[src/rtl/mul15_product_accumulator.sv]
// Sums ACC_LEN consecutive 30-bit products from the 15x15 multiplier into one
// ACC_W-bit result, saturating on overflow, and presents it on a valid/ready port.
module mul15_product_accumulator #(
  parameter  int ACC_LEN = 16,
  parameter  int ACC_W   = 34,
  localparam int CNT_W   = $clog2(ACC_LEN) + 1
) (
  input  logic             clk,
  input  logic             rst_n,
  input  logic             en,
  input  logic             clear,
  input  logic [29:0]      p_in,
  input  logic             p_valid,
  output logic             in_ready,
  output logic [ACC_W-1:0] sum_out,
  output logic             sum_valid,
  input  logic             sum_ready,
  output logic             sat,
  output logic [CNT_W-1:0] beat_cnt
);

  typedef enum logic [1:0] {
    S_IDLE  = 2'd0,
    S_ACCUM = 2'd1,
    S_HOLD  = 2'd2
  } state_t;

  localparam logic [CNT_W-1:0] LAST_CNT = CNT_W'(ACC_LEN - 1);
  localparam logic [CNT_W-1:0] FULL_CNT = CNT_W'(ACC_LEN);

  state_t             state_q;
  logic [ACC_W-1:0]   acc_q;
  logic [ACC_W-1:0]   sum_q;
  logic [CNT_W-1:0]   cnt_q;
  logic               sat_pend_q;
  logic               sat_q;
  logic               vld_q;

  logic [ACC_W:0]     add_w;
  logic [ACC_W-1:0]   acc_d;
  logic               ovf_d;
  logic [CNT_W-1:0]   cnt_d;
  logic               last_beat;

  // Returns {overflow, value}; on carry-out the value clamps to all-ones, so a
  // saturated accumulator stays saturated for the rest of the run.
  function automatic logic [ACC_W:0] sat_add(input logic [ACC_W-1:0] a,
                                             input logic [29:0]      b);
    logic [ACC_W:0] wide;
    wide = {1'b0, a} + {{(ACC_W + 1 - 30){1'b0}}, b};
    if (wide[ACC_W]) begin
      sat_add = {1'b1, {ACC_W{1'b1}}};
    end else begin
      sat_add = wide;
    end
  endfunction

  always_comb begin
    add_w     = sat_add(acc_q, p_in);
    acc_d     = add_w[ACC_W-1:0];
    ovf_d     = add_w[ACC_W];
    cnt_d     = cnt_q + CNT_W'(1);
    last_beat = (cnt_q == LAST_CNT);
  end

  always_ff @(posedge clk) begin
    if (!rst_n) begin
      state_q    <= S_IDLE;
      acc_q      <= '0;
      sum_q      <= '0;
      cnt_q      <= '0;
      sat_pend_q <= 1'b0;
      sat_q      <= 1'b0;
      vld_q      <= 1'b0;
    end else if (clear) begin
      // Abort: drop any partial sum or unconsumed result; sum_q keeps its value.
      state_q    <= S_IDLE;
      acc_q      <= '0;
      cnt_q      <= '0;
      sat_pend_q <= 1'b0;
      sat_q      <= 1'b0;
      vld_q      <= 1'b0;
    end else if (en) begin
      case (state_q)
        S_IDLE, S_ACCUM: begin
          if (p_valid) begin
            acc_q <= acc_d;
            if (last_beat) begin
              sum_q      <= acc_d;
              sat_q      <= sat_pend_q | ovf_d;
              sat_pend_q <= 1'b0;
              vld_q      <= 1'b1;
              cnt_q      <= FULL_CNT;
              state_q    <= S_HOLD;
            end else begin
              sat_pend_q <= sat_pend_q | ovf_d;
              cnt_q      <= cnt_d;
              state_q    <= S_ACCUM;
            end
          end
        end
        S_HOLD: begin
          if (sum_ready) begin
            vld_q   <= 1'b0;
            sat_q   <= 1'b0;
            acc_q   <= '0;
            cnt_q   <= '0;
            state_q <= S_IDLE;
          end
        end
        default: begin
          state_q <= S_IDLE;
        end
      endcase
    end
  end

  assign in_ready  = (state_q != S_HOLD);
  assign sum_out   = sum_q;
  assign sum_valid = vld_q;
  assign sat       = sat_q;
  assign beat_cnt  = cnt_q;

endmodule

[config.mk]
export PLATFORM = sky130hd
export DESIGN_NAME = mul15_product_accumulator
export DESIGN_NICKNAME = d
export VERILOG_FILES = /design/src/rtl/mul15_product_accumulator.sv
export SDC_FILE = /design/constraint.sdc
export NUM_CORES = 1
export LEC_CHECK = 0
export CAP_MARGIN = 0
export CORE_MARGIN = 2
export CORE_UTILIZATION = 30
export CTS_CLUSTER_DIAMETER = 40
export CTS_CLUSTER_SIZE = 24
export DETAILED_ROUTE_END_ITERATION = 8
export GPL_TIMING_DRIVEN = 0
export PLACE_DENSITY = 0.61
export SLEW_MARGIN = 20
export SYNTH_ARGS = -nofsm -noshare
export SYNTH_HDL_FRONTEND = slang
export SYNTH_SLANG_ARGS = --single-unit
[constraint.sdc]
create_clock -name clk -period 7.38 [get_ports clk]
set_input_delay 0.738 -clock clk [delete_from_list [all_inputs] [get_ports clk]]
set_output_delay 0.738 -clock clk [all_outputs]
set_load 0.05 [all_outputs]
# After elaboration in Yosys (flattened, before gate mapping)
# Index checks and enable logic that the tools add are counted.
# Widths: inputs -> output; s select.
[totals] register_bits=78 wordCells=48 output_inout_bits=42 in_bits=36
[op_classes] bitwise=3 eq_ne=7 addsub=2 reduce_logical=9 n_mux=20
[ops] operator="$mux 34" count=2
[ops] operator="$pmux 34 s2" count=1
[ops] operator="$add 34x30->35" count=1
[ops] operator="$mux 35" count=1
[ops] operator="$mux 5" count=3
[ops] operator="$pmux 5 s2" count=1
[ops] operator="$reduce_and 5->1" count=2
[ops] operator="$ne 2x2->1 const B" count=4
[ops] operator="$mux 1" count=6
[ops] operator="$mux 2" count=3
[ops] operator="$reduce_and 3->1" count=2
[ops] operator="$add 5x1->5 const B" count=1
[ops] operator="$eq 5x4->1 const B" count=1
[ops] operator="$pmux 1 s2" count=2
[ops] operator="$pmux 2 s2" count=1
[ops] operator="$reduce_and 4->1" count=1
[ops] operator="$reduce_or 2->1" count=2
[ops] operator="$eq 2x1->1 const B" count=1
[ops] operator="$eq 2x2->1 const B" count=1
[ops] operator="$logic_not 2->1" count=1
[ops] operator="$not 1->1" count=2
[ops] operator="$reduce_bool 2->1" count=1
[ops] operator="$or 1x1->1" count=1

# Longest topological paths before layout
# Gate-level depths: netlist of the first run.
[logic_depth] ltp_word=6 ltp_mapped=11

# Worst setup path after synthesis of the first run
# OpenSTA, ideal clock, no wires.
[synth_path] kind="input -> register" start="input port p_in[0]" end="register acc_q[28]" setup_ns=0.103 t_arrival_ns=3.065 setup_slack_ns=4.212 required_time_ns=7.277 n_path_buf=0 cell_stages=10 cell_sequence="ha_1 > fa_1 > a21o_1 > a221o_1 > a21oi_2 > o2111ai_2 > and3_1 > a211o_1 > and4_4 > a2111oi_2"
[synth_via] elab_chain_len=4
[synth_rtl] element="start, declared" line="12" text="input logic [29:0] p_in,"
[synth_rtl] element="$add 34x30->35" line="50" text="wide = {1'b0, a} + {{(ACC_W + 1 - 30){1'b0}}, b};"
[synth_rtl] element="$mux 35" line="51" text="if (wide[ACC_W]) begin"
[synth_rtl] element="$mux 34" line="86" text="if (p_valid) begin"
[synth_rtl] element="$pmux 34 s2" line="84" text="case (state_q)"
[synth_rtl] element="end signal, assigned" line="69" text="acc_q <= '0;"
[synth_rtl] element="end signal, assigned" line="78" text="acc_q <= '0;"
[synth_rtl] element="end signal, assigned" line="87" text="acc_q <= acc_d;"
[synth_rtl] element="end, declared" line="32" text="logic [ACC_W-1:0] acc_q;"
# Every way passes these cells. The select of a mux whose other input is x is not followed.
# A chain may end at the register's enable or synchronous reset.

# Final worst setup path of the first run
[layout_path] start="input port p_in[0]" end="register sum_q[6] (netlist: sum_out[6])"
[layout_via] elab_chain_len=2
[layout_rtl] element="$add 34x30->35" line="50"
[layout_rtl] element="$mux 35" line="51"
[layout_rtl] element="end signal, assigned" line="70" text="sum_q <= '0;"
[layout_rtl] element="end signal, assigned" line="89" text="sum_q <= acc_d;"
[layout_rtl] element="end, declared" line="33" text="logic [ACC_W-1:0] sum_q;"
# Every way passes these cells.

==> results of run 1 <==
through the flow:
stage               power (mW)  worst slack [ns]
CTS                      0.992              3.70
detailed placement       0.581              3.35
finish                   0.984              3.64
floorplan                0.529              4.21
global route              1.03              3.51
global placement         0.581              3.35
cells in the mapped netlist (all sizes together) (4+ instances only):
cell type  instances
clkbuf            22
inv               14
or3                5
nand2             55
a31oi             11
xor2              11
a21o              12
o211ai             5
and3               5
or2                5
dfxtp             78
nand3             13
a2111oi            5
o21a               7
a22oi              4
nor2b              5
nor2              67
ha                32
a21oi             71
nand4              7
nor3              38
o21ai             61
a211oi             8
xnor2             15
o21bai             6
buf               10
nand2b             4
sequential cells by signal, summed over array words and instances, names as in the netlist:
name,count
sum_valid,1
sat_pend_q,1
state_q,2
beat_cnt,5
sat,1
acc_q,34
sum_out,34
power by group through the flow:
stage	registers (mW)	logic, mW	clock network (mW)
2_1_floorplan	0.438	0.0914	0
3_3_place_gp	0.438	0.143	0
3_5_place_dp	0.438	0.143	0
4_1_cts	0.429	0.144	0.420
5_1_grt	0.429	0.160	0.438
6_report	0.429	0.145	0.411
cell type report:
class | count | area share (%)
multi-input combinational | 491 | 49.8
sequential | 78 | 25.7
timing repair buffer | 76 | 12.5
tap | 216 | 4.45
clock buffer | 9 | 3.71
buffer | 32 | 2.27
inverter | 14 | 0.865
clock inverter | 6 | 0.639
layer usage:
layer,GRT usage [%],wire [µm]
met3,4.06,868
met5,0,0
met4,3.61,172
met1,25.1,7290
met2,31.2,7210
how the worst max path moves through the flow:
stage / start / endpoint / slack, ns
floorplan: p_in[0] / acc_q[28] / 4.21
finish: p_in[0] / sum_out[6] / 3.64
global placement: p_in[0] / sum_out[24] / 3.35
CTS: p_in[0] / sum_out[24] / 3.70
global route: p_in[0] / sum_out[24] / 3.51
detailed placement: p_in[0] / sum_out[5] / 3.35
worst register-to-register path, stage by stage, from the launching register on:
cell and delay, ns:
dfxtp_1 0.31, ha_1 0.21, fa_1 0.41, a21o_1 0.23, a221o_1 0.34, o21ai_0 0.36
o2111a_2 0.37, nor3_4 0.10, buf_2 0.23, buf_4 0.22, nor3_1 0.22, nor3_1 0.06
cells by family after synthesis:
group	after synthesis	synth area share (%)
multiplexers	3	0.628
flip-flops	78	32.7
adder cells (fa/ha/maj)	33	8.80
XOR/XNOR	26	4.77
AO/OA/AOI/OAI	218	28.6
AND/OR/NAND/NOR	211	20.6
buffers and inverters	46	3.98
==> results.yml, run 1 <==
drt:
  avgViaCountPerCell: 5.26
  wl_um: 15500
  ant_nets: 0
  drc_errors: 0
  detail_route.first_pass.iterations: 5
  first_iter_violations: 324
  routedWlPerCell_um: 16.9
  num_vias: 4854
sta:
  setup_violations: 0
  min_period_ns: 3.74
  final.setup_skew_ns: 0.0101
  tightest_slew_ns: 0.738
  maxSlewHeadroom_pct: 50.6
  fin_setup_tns_ns: 0
  fin_crit_sh_pct: 50.7
  hold_viol: 0
  hold_ws_ns: 0.456
  slew_viol_final: 0
  max_freq_ghz: 0.267
  rsz0062_at_grt: "no"
floorplan:
  core_region_area_um2: 15700
  rows: 46
  die_y_um: 130
  num_io_pins: 78
  die-area_um2: 17000
  start_util_pct: 30.4
  die_w_um: 130
global_route:
  grt_start_max_net_pins: 14
  antenna_found_initial: 0
  grt_pass1_vias: 4592
  grt_usage_pct: 18.7
  grt_pass1_wl_um: 24300
  grt-ovfl-total: 0
setup_path:
  cp-start-kind: "primary input"
  arrival_ns: 3.95
  max_stage_delay_ns: 0.43
  worstReg2RegStart: "acc_q[0]"
  worstPathCellList: "clkdlybuf4s50_1, ha_1, fa_1, a21o_1, a221o_1, o21ai_0, o2111a_2, nor3_4, buf_2, buf_4, nor3_1, nor3_1"
  cp-end-kind: "flip-flop"
  crit_type: "in -> reg"
  crit_cells: 12
  r2r_cells: 11
  timing.rr.end: "sum_out[6]"
  cp.required_ns: 7.59
  slowest_stage: "clkdlybuf4s50_1"
  crit_buf_inv: 3
  crit_family: "compound AO/OA/AOI/OAI gates"
  r2r_setup_slack_ns: 4.18
  worst_path_most_repeated_cell: "nor3_1"
  critical_path.max_fanout: 10
worst_hold_path:
  whs_path_depth: 2
  hold_class: "reg -> reg"
  hold-path-endpoint: "acc_q[25]"
  hp-start: "acc_q[25]"
synthesis:
  synth_cells: 615
  synth.ff_latch_count: 78
  yosysSeqAreaShare_pct: 32.7
  synth_edf_count: 0
  syn-num-nets: 684
  yosysUniqueCellTypes: 64
  syn_area_um2: 4780
  synth_top_area_share_pct: 32.7
  synth_area_leader_cell: "dfxtp_1"
  avgSynthCellArea_um2: 7.77
  yosysWarningCount: 0
  async_reset_ff_share_pct: 0
  synth_area_leaders: "dfxtp_1 33%, ha_1 8.4%, a21oi_1 7.3%"
  ys.flop_type: "dfxtp_1"
clocking:
  cts_resized: 0
  cts.path.max_buffers: 2
  postCtsSetupBuffers: 0
  clkTransAtPathRegs_ns: 0.06
  numCtsBuffers: 9
  clock_sinks: 78
  cts-root-buf: "clkbuf_16"
  holdBufCountCts: 0
  cts_tree: "yes"
  clk_latency_ns: 0.35
  htree_levels: 3
finish:
  fin_nets: 771
  design_area_um2: 6070
  final_cell_mix: "78 x dfxtp_1, 76 x clkdlybuf4s50_1, 70 x a21oi_1"
  post-route-util_pct: 38.7
  seq_area_um2: 1560
  multi_input_area_um2: 3030
  syn_to_final_growth_pct: 27.1
  finalNonFillerCells: 922
  final_common_cell: "dfxtp_1"
  antenna_cells: 0
  drive_gt1_share_pct: 6.09
  nFillCells: 1644
place:
  place.port_buffers: 76
  hpwl_um: 11800
  postPlaceCellArea_um2: 5810
  dp.cells: 907
  gp_routability_congestion: 0.893
outcome:
  run_status: "completed"
pwr:
  p_clk_share_pct: 41.7
  p_leak_nw: 2.30
  switching_share_pct: 28.0
  p_comb_share_pct: 14.7
  power_density_nw_per_um2: 162
  p_int_mw: 0.709
  vdd_drop_max_mv: 0.120
  seqPwrFrac_pct: 43.5
  p_sw_mw: 0.276
flow_run:
  max_cap_violations: 0
No activity file was read; power rests on OpenSTA's default activity.
==> run 2: changes to the inputs <==
Clock period 7.38 ns to 3.84 ns, I/O delays scaled along.
==> results of run 2 <==
Same layout as run 1 (identical final DEF). Status: completed.
Main changes from that run: setup slack after placement 3.35 ns -> 0.162 ns; setup slack after layout 3.64 ns -> 0.452 ns; hold slack 0.456 ns -> 0.432 ns; register-to-register setup slack 4.18 ns -> 0.64 ns; end point of the worst hold path acc_q[25] -> state_q[0]; total power 0.984 mW -> 1.89 mW; worst IR drop on VDD 0.120 mV -> 0.230 mV
==> run 3: changes to the inputs <==
==> constraint.sdc (replaced) <==
create_clock -name clk -period 4.4 [get_ports clk]
set_input_delay 0.88 -clock clk [delete_from_list [all_inputs] [get_ports clk]]
set_output_delay 0.88 -clock clk [all_outputs]
set_load 0.05 [all_outputs]
==> results of run 3 <==
Same layout as run 1 (identical final DEF). Status: completed.
Main changes from that run: setup slack after placement 3.35 ns -> 0.226 ns; setup slack after layout 3.64 ns -> 0.516 ns; register-to-register setup slack 4.18 ns -> 1.20 ns; total power 0.984 mW -> 1.65 mW; worst IR drop on VDD 0.120 mV -> 0.201 mV
==> RTL change, RTL diff (settings of run 3) <==
Encoding of `state_t`: now one-hot (3 bits for 3 states).
--- a/src/rtl/mul15_product_accumulator.sv
+++ b/src/rtl/mul15_product_accumulator.sv
@@ -21,6 +21,6 @@
 
-  typedef enum logic [1:0] {
-    S_IDLE  = 2'd0,
-    S_ACCUM = 2'd1,
-    S_HOLD  = 2'd2
+  typedef enum logic [2:0] {
+    S_IDLE  = 3'b001,
+    S_ACCUM = 3'b010,
+    S_HOLD  = 3'b100
   } state_t;
Behaviour: same outputs for any inputs over 10 cycles, from zero or initial values and one cycle with rst_n low; not proved beyond that.
==> RTL change against run 3 <==
Die area is 4.0% higher. Design area is 5.1% higher. Sequential cell count is 1 higher. Cell count is 4.7% higher. Routed wire length is 3.0% higher. Synthesized area is 4.1% higher. Total power is 15% higher. Clock skew is 2.3 ps higher. Critical path depth stayed put. Count of clock-buffer cells in the layout is 1 higher. Clock power is 35% higher. Setup slack worse by 150 ps.
==> RTL change: results (changes against run 3) <==
| Metric | Value |
|---|---|
| Register area share after synthesis | 31.8% (-0.90 points) |
| Synth Warn # | 0 (unchanged) |
| Synth Area in Compound Gates | 28.5% (-0.079 points) |
| First-pass GRT wire length | 25600 um (+5.7%) |
| Worst Hold Class | reg2reg |
| Leak | 0.00235 uW (+1.8%) |
| Worst vdd ir | 0.247 mV (+23%) |
| Top post-synthesis cells by count | 89 x a21oi_1, 79 x dfxtp_1, 62 x o21ai_0 |
| Initial antenna violation count | 0 (unchanged) |
| Syn_nets | 721 (+5.4%) |
| Synth area leaders | dfxtp_1 32%, a21oi_1 9.0%, ha_1 8.0% |
| Hold Path Sink | acc_q[9] |
| Ant. Diodes | 0 (unchanged) |
| Synth unique cells | 59 (-7.8%) |
| Pre-CTS setup slack | -100 ps (-326 ps) |
| Post-synthesis mux area share | 0.201% (-0.43 points) |
| H-tree lvl count | 3 (unchanged) |
| Net Sw Power | 473 uW (+2.4%) |
| Post-Route WL | 16000 um (+3.0%) |
| PortBufs | 77 (+1.3%) |
| Post-DP HPWL | 12100 um (+2.2%) |
| Dpl cell area | 0.00602 mm^2 (+3.7%) |
| Top pwr grp | clock |
| Via count | 5059 (+4.2%) |
| Worst Reg2Reg Path Length in Cells | 11 (unchanged) |
| Crit path capture | sum_out[31] |
| CP startpoint | p_in[0] |
| Final Skew | 12.3 ps (+2.26 ps) |
| Tcrit/Tclk final | 91.7% (+3.5 points) |
| Reg2reg setup slack | 1040 ps (-160 ps) |
| Clock group power | 930 uW (+35%) |
| Prevailing post-synth register cell | dfxtp_1 |
| Fill cells | 1736 (+5.6%) |
| Status | finished clean |
| Crit path DAT | 4250 ps (+160 ps) |
| Worst skew pair latency | 350 ps (about the same) |
| Critical-path top delay cell | a2111oi_0 |
| Slew Limit Headroom | 45.8% (-4.8 points) |
| Hold path start | acc_q[9] |
| Layout cells sized above 1 | 4.56% (-1.5 points) |
| RePlAce Congestion | 0.920 (+3.0%) |
| Reg power frac | 38.2% (-5.3 points) |
| Post-synthesis xor/xnor area fraction | 4.40% (-0.37 points) |
| Hold-critical path depth | 2 (unchanged) |
| Final ANT Viol Nets | 0 (unchanged) |
| # Post-CTS Setup Buffers | 0 (unchanged) |
| All-Layer GR Usage | 18.4% (-0.33 points) |
| 1st-iter DRT viols | 387 (+19%) |
| Root Buffer | clkbuf_16 |
| Vias in the first global route | 4860 (+5.8%) |
| # nets final | 809 (+4.9%) |
| Slowest stage delay, CP | 500 ps (+70 ps) |
| Total CTS buffers | 9 (unchanged) |
| Worst r2r src | acc_q[0] |
| Post-Synth Adder-Cell Area | 8.45% (-0.35 points) |
| Family with the most delay on the worst path | compound AO/OA/AOI/OAI gates |
| Post_cts resized | 0 (unchanged) |
[RTL change: layer usage]
layer	vias to the layer above	GRT usage, %	share of wire (%)
met2	129	29.3	45
met1	2352	24.6	48
met4	0	5.62	2.0
met5	-	0	0
li1	2555	-	-
met3	23	4.52	5.3
[RTL change: layout make-up]
cell class,count,share of cell area (%)
multi-input combinational,516,49.6
sequential,79,24.8
timing repair buffer,77,12.1
tap,220,4.31
clock buffer,10,3.59
buffer,43,2.76
clock inverter,6,2.08
inverter,14,0.823
[RTL change: per-stage QoR]
| stage | setup TNS, ps | util, % | total power (uW) | std cells | hold slack (ps) |
|---|---|---|---|---|---|
| after floorplan | 0 | - | 897 | 652 | 436 |
| after detailed placement | -291 | 36.7 | 986 | 949 | 446 |
| final | 0 | 38.9 | 1900 | 965 | 453 |
| after global placement | -375 | 36.7 | 988 | 949 | 442 |
| after CTS | 0 | 38.9 | 1920 | 965 | 454 |
| after global routing | 0 | 38.9 | 1970 | 965 | 475 |
